<file path="src/rtl/dica_senha_if.sv">
// Signal bundle for the higher/lower hint unit: guess entry, secret/mask table,
// 7-segment hint and game status.
interface dica_senha_if #(
  parameter int WIDTH     = 4,
  parameter int STAGES    = 2,
  parameter int MAX_TRIES = 7
);
  localparam int SW = (STAGES > 1) ? $clog2(STAGES) : 1;
  localparam int TW = $clog2(MAX_TRIES + 1);

  logic                      ENABLE;
  logic                      CLEAR;
  logic                      ENTER;
  logic [WIDTH-1:0]          TENTATIVA;
  logic [STAGES*WIDTH-1:0]   SECRETS;
  logic [STAGES*WIDTH-1:0]   MASKS;
  logic [0:6]                MENOR_OU_MAIOR;
  logic [SW-1:0]             STAGE;
  logic [TW-1:0]             TRIES_LEFT;
  logic                      ACERTOU;
  logic                      ESGOTOU;

  modport master (
    output ENABLE, CLEAR, ENTER, TENTATIVA, SECRETS, MASKS,
    input  MENOR_OU_MAIOR, STAGE, TRIES_LEFT, ACERTOU, ESGOTOU
  );

  modport slave (
    input  ENABLE, CLEAR, ENTER, TENTATIVA, SECRETS, MASKS,
    output MENOR_OU_MAIOR, STAGE, TRIES_LEFT, ACERTOU, ESGOTOU
  );
endinterface

</file>
<file path="src/rtl/dica_senha_multi.sv">
// Multi-stage higher/lower hint unit: synchronises the ENTER button, compares each
// confirmed guess with the current stage's masked secret and tracks tries and outcome.
module dica_senha_multi #(
  parameter int WIDTH     = 4,
  parameter int STAGES    = 2,
  parameter int MAX_TRIES = 7
) (
  input  logic        CLOCK,
  input  logic        RESET_N,
  dica_senha_if.slave bus
);
  localparam int SW = (STAGES > 1) ? $clog2(STAGES) : 1;
  localparam int TW = $clog2(MAX_TRIES + 1);

  localparam logic [SW-1:0] LAST_STAGE = SW'(STAGES - 1);
  localparam logic [TW-1:0] FULL_TRIES = TW'(MAX_TRIES);
  localparam logic [6:0]    HINT_OFF   = 7'b1111111;
  localparam logic [6:0]    HINT_HIGH  = 7'b1001111;
  localparam logic [6:0]    HINT_LOW   = 7'b1111001;

  typedef enum logic [1:0] {ACTIVE, WIN, LOSE} state_e;

  state_e        state_q, state_d;
  logic [SW-1:0] stage_q, stage_d;
  logic [TW-1:0] tries_q, tries_d;
  logic [6:0]    hint_q,  hint_d;
  logic          sync1_q, sync1_d;
  logic          sync2_q, sync2_d;
  logic          hist_q,  hist_d;

  logic             pulse;
  logic [WIDTH-1:0] mask_s, guess_m, key_m;
  logic [6:0]       code;
  logic             match;
  int               base;

  // ENTER is asynchronous: two flops for metastability, a third to find the rising edge.
  always_comb begin
    sync1_d = bus.ENTER;
    sync2_d = sync1_q;
    hist_d  = sync2_q;
    pulse   = sync2_q & ~hist_q;
  end

  always_comb begin
    base    = int'(stage_q) * WIDTH;
    mask_s  = bus.MASKS[base +: WIDTH];
    guess_m = bus.TENTATIVA & mask_s;
    key_m   = bus.SECRETS[base +: WIDTH] & mask_s;
    match   = (guess_m == key_m);
    if (guess_m > key_m)      code = HINT_HIGH;
    else if (guess_m < key_m) code = HINT_LOW;
    else                      code = HINT_OFF;
  end

  // NOTE: every next-state signal gets its hold value first, so no path through
  // this block can leave one unassigned and infer a latch.
  always_comb begin
    state_d = state_q;
    stage_d = stage_q;
    tries_d = tries_q;
    hint_d  = hint_q;

    if (bus.CLEAR) begin
      state_d = ACTIVE;
      stage_d = '0;
      tries_d = FULL_TRIES;
      hint_d  = HINT_OFF;
    end else if (pulse && bus.ENABLE && state_q == ACTIVE) begin
      if (tries_q != '0) tries_d = tries_q - TW'(1);
      if (match && stage_q == LAST_STAGE) begin
        state_d = WIN;
        hint_d  = HINT_OFF;
      end else if (tries_q <= TW'(1)) begin
        // Out of tries: a non-final match still loses and the hint keeps this guess.
        state_d = LOSE;
        hint_d  = code;
      end else if (match) begin
        stage_d = stage_q + SW'(1);
        hint_d  = HINT_OFF;
      end else begin
        hint_d  = code;
      end
    end
  end

  // NOTE: state flops use non-blocking assignments so all of them update together
  // from the values present before the edge.
  always_ff @(posedge CLOCK or negedge RESET_N) begin
    if (!RESET_N) begin
      state_q <= ACTIVE;
      stage_q <= '0;
      tries_q <= FULL_TRIES;
      hint_q  <= HINT_OFF;
      sync1_q <= 1'b0;
      sync2_q <= 1'b0;
      hist_q  <= 1'b0;
    end else begin
      state_q <= state_d;
      stage_q <= stage_d;
      tries_q <= tries_d;
      hint_q  <= hint_d;
      sync1_q <= sync1_d;
      sync2_q <= sync2_d;
      hist_q  <= hist_d;
    end
  end

  assign bus.MENOR_OU_MAIOR = hint_q;
  assign bus.STAGE          = stage_q;
  assign bus.TRIES_LEFT     = tries_q;
  assign bus.ACERTOU        = (state_q == WIN);
  assign bus.ESGOTOU        = (state_q == LOSE);
endmodule
</file>
<file path="src/flat_wrapper.sv">
// flat-port wrapper written by rule: the top's interface ports become plain ports
module dica_senha_multi_flat 
#(
  parameter int WIDTH     = 4,
  parameter int STAGES    = 2,
  parameter int MAX_TRIES = 7
)
  (CLOCK, RESET_N, bus_ENABLE, bus_CLEAR, bus_ENTER, bus_TENTATIVA, bus_SECRETS, bus_MASKS, bus_MENOR_OU_MAIOR, bus_STAGE, bus_TRIES_LEFT, bus_ACERTOU, bus_ESGOTOU);
  dica_senha_if #(.WIDTH(WIDTH), .STAGES(STAGES), .MAX_TRIES(MAX_TRIES)) bus_i ();
  input  logic CLOCK;
  input  logic RESET_N;
  input wire logic [$bits(bus_i.ENABLE)-1:0] bus_ENABLE;
  input wire logic [$bits(bus_i.CLEAR)-1:0] bus_CLEAR;
  input wire logic [$bits(bus_i.ENTER)-1:0] bus_ENTER;
  input wire logic [$bits(bus_i.TENTATIVA)-1:0] bus_TENTATIVA;
  input wire logic [$bits(bus_i.SECRETS)-1:0] bus_SECRETS;
  input wire logic [$bits(bus_i.MASKS)-1:0] bus_MASKS;
  output wire logic [$bits(bus_i.MENOR_OU_MAIOR)-1:0] bus_MENOR_OU_MAIOR;
  output wire logic [$bits(bus_i.STAGE)-1:0] bus_STAGE;
  output wire logic [$bits(bus_i.TRIES_LEFT)-1:0] bus_TRIES_LEFT;
  output wire logic [$bits(bus_i.ACERTOU)-1:0] bus_ACERTOU;
  output wire logic [$bits(bus_i.ESGOTOU)-1:0] bus_ESGOTOU;
  assign bus_i.ENABLE = bus_ENABLE;
  assign bus_i.CLEAR = bus_CLEAR;
  assign bus_i.ENTER = bus_ENTER;
  assign bus_i.TENTATIVA = bus_TENTATIVA;
  assign bus_i.SECRETS = bus_SECRETS;
  assign bus_i.MASKS = bus_MASKS;
  assign bus_MENOR_OU_MAIOR = bus_i.MENOR_OU_MAIOR;
  assign bus_STAGE = bus_i.STAGE;
  assign bus_TRIES_LEFT = bus_i.TRIES_LEFT;
  assign bus_ACERTOU = bus_i.ACERTOU;
  assign bus_ESGOTOU = bus_i.ESGOTOU;
  dica_senha_multi #(.WIDTH(WIDTH), .STAGES(STAGES), .MAX_TRIES(MAX_TRIES)) u_core (.CLOCK(CLOCK), .RESET_N(RESET_N), .bus(bus_i));
endmodule
</file>
<file path="config.mk">
export PLATFORM = sky130hd
export DESIGN_NAME = dica_senha_multi_flat
export DESIGN_NICKNAME = d
export VERILOG_FILES = /design/src/rtl/dica_senha_if.sv /design/src/rtl/dica_senha_multi.sv /design/src/flat_wrapper.sv
export SDC_FILE = /design/constraint.sdc
export NUM_CORES = 1
export LEC_CHECK = 0
export CORE_MARGIN = 1.5
export CORE_UTILIZATION = 35
export DETAILED_ROUTE_END_ITERATION = 6
export PLACE_DENSITY = 0.74
export SYNTH_ARGS = -nofsm -noshare
export SYNTH_HDL_FRONTEND = slang
export SYNTH_SLANG_ARGS = --single-unit
</file>
<file path="constraint.sdc">
create_clock -name CLOCK -period 1.9 [get_ports CLOCK]
set_input_delay 0.475 -clock CLOCK [delete_from_list [all_inputs] [get_ports CLOCK]]
set_output_delay 0.475 -clock CLOCK [all_outputs]
set_load 0.02 [all_outputs]
</file>
==> flow_summary.ini <==
[sta]
timing.hold.ws_ns = 0.354
worst_slack_ns = 0.00879
hold_viol = 0
min_period_ns = 1.89
skew_ns = 0.00334
fmax_mhz = 529
fin_crit_sh_pct = 99.5
fin_setup_tns_ns = 0
setup_viol = 0
drv_slew = 0

[grt]
grt_max_degree = 12
overflow = 0
grt_first_pass_wirelength_um = 2840
grt_pass1_vias = 687
antenna_found_initial = 0
grt_use_total_pct = 14.8

[pwr]
p_leak_nw = 0.573
p_total_mw = 0.578
p_switching_mw = 0.159
swShare_pct = 27.5
p_comb_share_pct = 29.1
p_int_mw = 0.419
power-per-cell-area_nw_per_um2 = 473
peakVddDrop_uv = 410
seq_power_share_pct = 43.6
clkPwrFrac_pct = 27.3

[min_path]
hold_depth = 0
hold_class = reg -> reg

[finish]
n_antenna_cell = 0
stdcell_count = 149
layout_common_cells = clkdlybuf4s50_1 (20), nor2_1 (9), dlygate4sd2_1 (9)
mostFrequentLayoutCell = clkdlybuf4s50_1
drive_gt1_share_pct = 20.5
areaGrowthSynthToFinish_pct = 59.3
finalNetCount = 155

[routing]
wl_um = 1750
drtIter0Drc = 3
drcViolationCount = 0
vias = 725
drt-pass1-iter-count = 4
antenna_left = 0
routedWlPerCell_um = 11.7
via_per_inst = 4.87

[setup_path]
startpoint_type = input port
critPathRequiredTime_ns = 2.10
reg2reg_depth = 8
critical_path_arrival_ns = 2.09
critPathKind = in -> reg
cp-end-kind = flip-flop
cp_max_fo = 3

[synthesis]
synth_area_sq_um = 768
synth_compound_area_share_pct = 15.1
yosys.area_share.simple_pct = 20.5
seq_area_frac_synth_pct = 36.6
yosys_register_bits = 11
yosys_warnings = 0
synth_fa_ha_area_share_pct = 11.4
synth.area.mux_share_pct = 5.37
postSynthAreaPerCell_sq_um = 9.04
synth_cell_type_count = 31
synth_xor_xnor_area_share_pct = 1.14
syn_inst = 85
synth_top_family_by_area = simple AND/OR/NAND/NOR gates

[cts]
numCtsBuffers = 3
cts-root-buf = clkbuf_4
cts_buffer_depth = 2
clk_latency_ns = 0.27
htreeDepth = 1
clk_pin_slew_worst_paths_ns = 0.07
ctsHoldBuffers = 0
cts.sinks = 11
tritoncts = built

[run]
cap_violations = 0

[die]
dieArea_sq_um = 2490
core_sq_um = 2020
start_util_pct = 38.0
io_pins = 38
fp.dieW_um = 49.9
rows = 16
die_y_um = 49.9

[status]
outcome = complete, no violations

[placed_design]
place_ws_ns = -0.324
gp_congestion = 0.736
dp_cells = 144
dp_hpwl_um = 1270
io_buffers = 34
-- worst paths after layout --
path | from | endpoint | slack [ns]
max reg2reg | u_core.bus.STAGE$_DFFE_PN0P_ | u_core.bus.MENOR_OU_MAIOR[4]$_DFFE_PN1P_ | 0.07
min in group asynchronous | RESET_N | u_core.sync1_q$_DFF_PN0_ | 0.53
max in group asynchronous | RESET_N | u_core.bus.STAGE$_DFFE_PN0P_ | 1.02
min | u_core.sync1_q$_DFF_PN0_ | u_core.hist_d$_DFF_PN0_ | 0.35
max | bus_MASKS[4] | u_core.bus.MENOR_OU_MAIOR[4]$_DFFE_PN1P_ | 0.009
min reg2reg | u_core.sync1_q$_DFF_PN0_ | u_core.hist_d$_DFF_PN0_ | 0.35
-- repair_timing --
action                                 in CTS  in global routing
endpoints found under the hold margin       0                  0
setup buffers                               1                  0
gates resized for setup                    12                 12
pin swaps                                   0                 13
setup endpoints to repair                  12                  6
-- metrics by stage --
step / instance area, sq um / utilization, %
after floorplan: 793 / -
after global placement: 1130 / 56.1
after detailed placement: 1130 / 56.1
after CTS: 1180 / 58.4
after global routing: 1220 / 60.5
final: 1220 / 60.5
-- layer usage --
| layer | routed length (um) | vias to the layer above | global-route usage (%) | part of all wire [%] |
|---|---|---|---|---|
| met5 | 0 | - | 0 | 0 |
| met4 | 8 | 0 | 4.17 | 0.46 |
| met3 | 90 | 2 | 4.55 | 5.1 |
| met2 | 880 | 23 | 26.2 | 50 |
| met1 | 770 | 340 | 16.9 | 44 |
| li1 | - | 360 | - | - |
-- registers in the layout, summed over array words and instances, names as in the netlist --
signal                     count
u_core.hist_d                  1
u_core.bus.TRIES_LEFT          3
u_core.bus.STAGE               1
u_core.hist_q                  1
u_core.state_q                 2
u_core.bus.MENOR_OU_MAIOR      2
u_core.sync1_q                 1
-- power groups by stage --
stage | sequential (mW) | combinational, mW | clock [mW]
3_3_place_gp | 0.257 | 0.151 | 0
5_1_grt | 0.253 | 0.183 | 0.177
3_5_place_dp | 0.258 | 0.154 | 0
6_report | 0.252 | 0.168 | 0.158
2_1_floorplan | 0.261 | 0.0735 | 0
4_1_cts | 0.252 | 0.159 | 0.165
-- cell type report --
type | count | area (sq um)
Fill cell | 183 | 798
Multi-Input combinational cell | 62 | 463
Timing Repair Buffer | 39 | 395
Sequential cell | 11 | 283
Tap cell | 27 | 33.8
Clock buffer | 4 | 26.3
Inverter | 6 | 22.5
-- synth_stat cells --
| cell type | count | area share (%) |
|---|---|---|
| nor2_1 | 9 | 4.4 |
| nand2_1 | 8 | 3.9 |
| ha_1 | 7 | 11 |
| a31oi_1 | 6 | 4.9 |
| dfrtp_1 | 6 | 20 |
| inv_1 | 6 | 2.9 |
| buf_4 | 5 | 4.9 |
| dfstp_2 | 5 | 17 |
| a21oi_1 | 4 | 2.6 |
| nor2b_1 | 4 | 3.3 |
| mux2i_1 | 3 | 3.9 |
| buf_1 | 2 | 0.98 |
| o21ai_0 | 2 | 1.3 |
| a211o_1 | 1 | 1.1 |
| a311oi_1 | 1 | 1.1 |
| and2b_1 | 1 | 0.98 |
| and4_1 | 1 | 1.1 |
| clkbuf_1 | 1 | 0.49 |
| conb_1 | 1 | 0.49 |
| mux2_2 | 1 | 1.5 |
| nand2b_1 | 1 | 0.81 |
| nand3_1 | 1 | 0.65 |
| nor3_1 | 1 | 0.65 |
| nor4_4 | 1 | 2.8 |
| nor4b_1 | 1 | 1.1 |
| o21a_1 | 1 | 0.98 |
| o21ai_2 | 1 | 1.1 |
| o21bai_1 | 1 | 0.98 |
| o31ai_1 | 1 | 0.98 |
| or2_2 | 1 | 0.81 |
| xnor2_1 | 1 | 1.1 |
-- cell families after synthesis --
group / count (synthesis)
buffers and inverters: 14
xor gates and xnor gates: 1
AOI/OAI and AO/OA: 18
DFF: 11
and+or+nand+nor: 29
other: 1
muxes: 4
adders and majority gates: 7
-- critical path, stage by stage --
cell	delay, ns
clkdlybuf4s50_1	0.42
mux2_2	0.27
nand2_1	0.07
ha_1	0.23
and4_4	0.20
o21a_1	0.12
nor4b_2	0.23
nor2_1	0.06
Power figures use the tool's default switching activity.
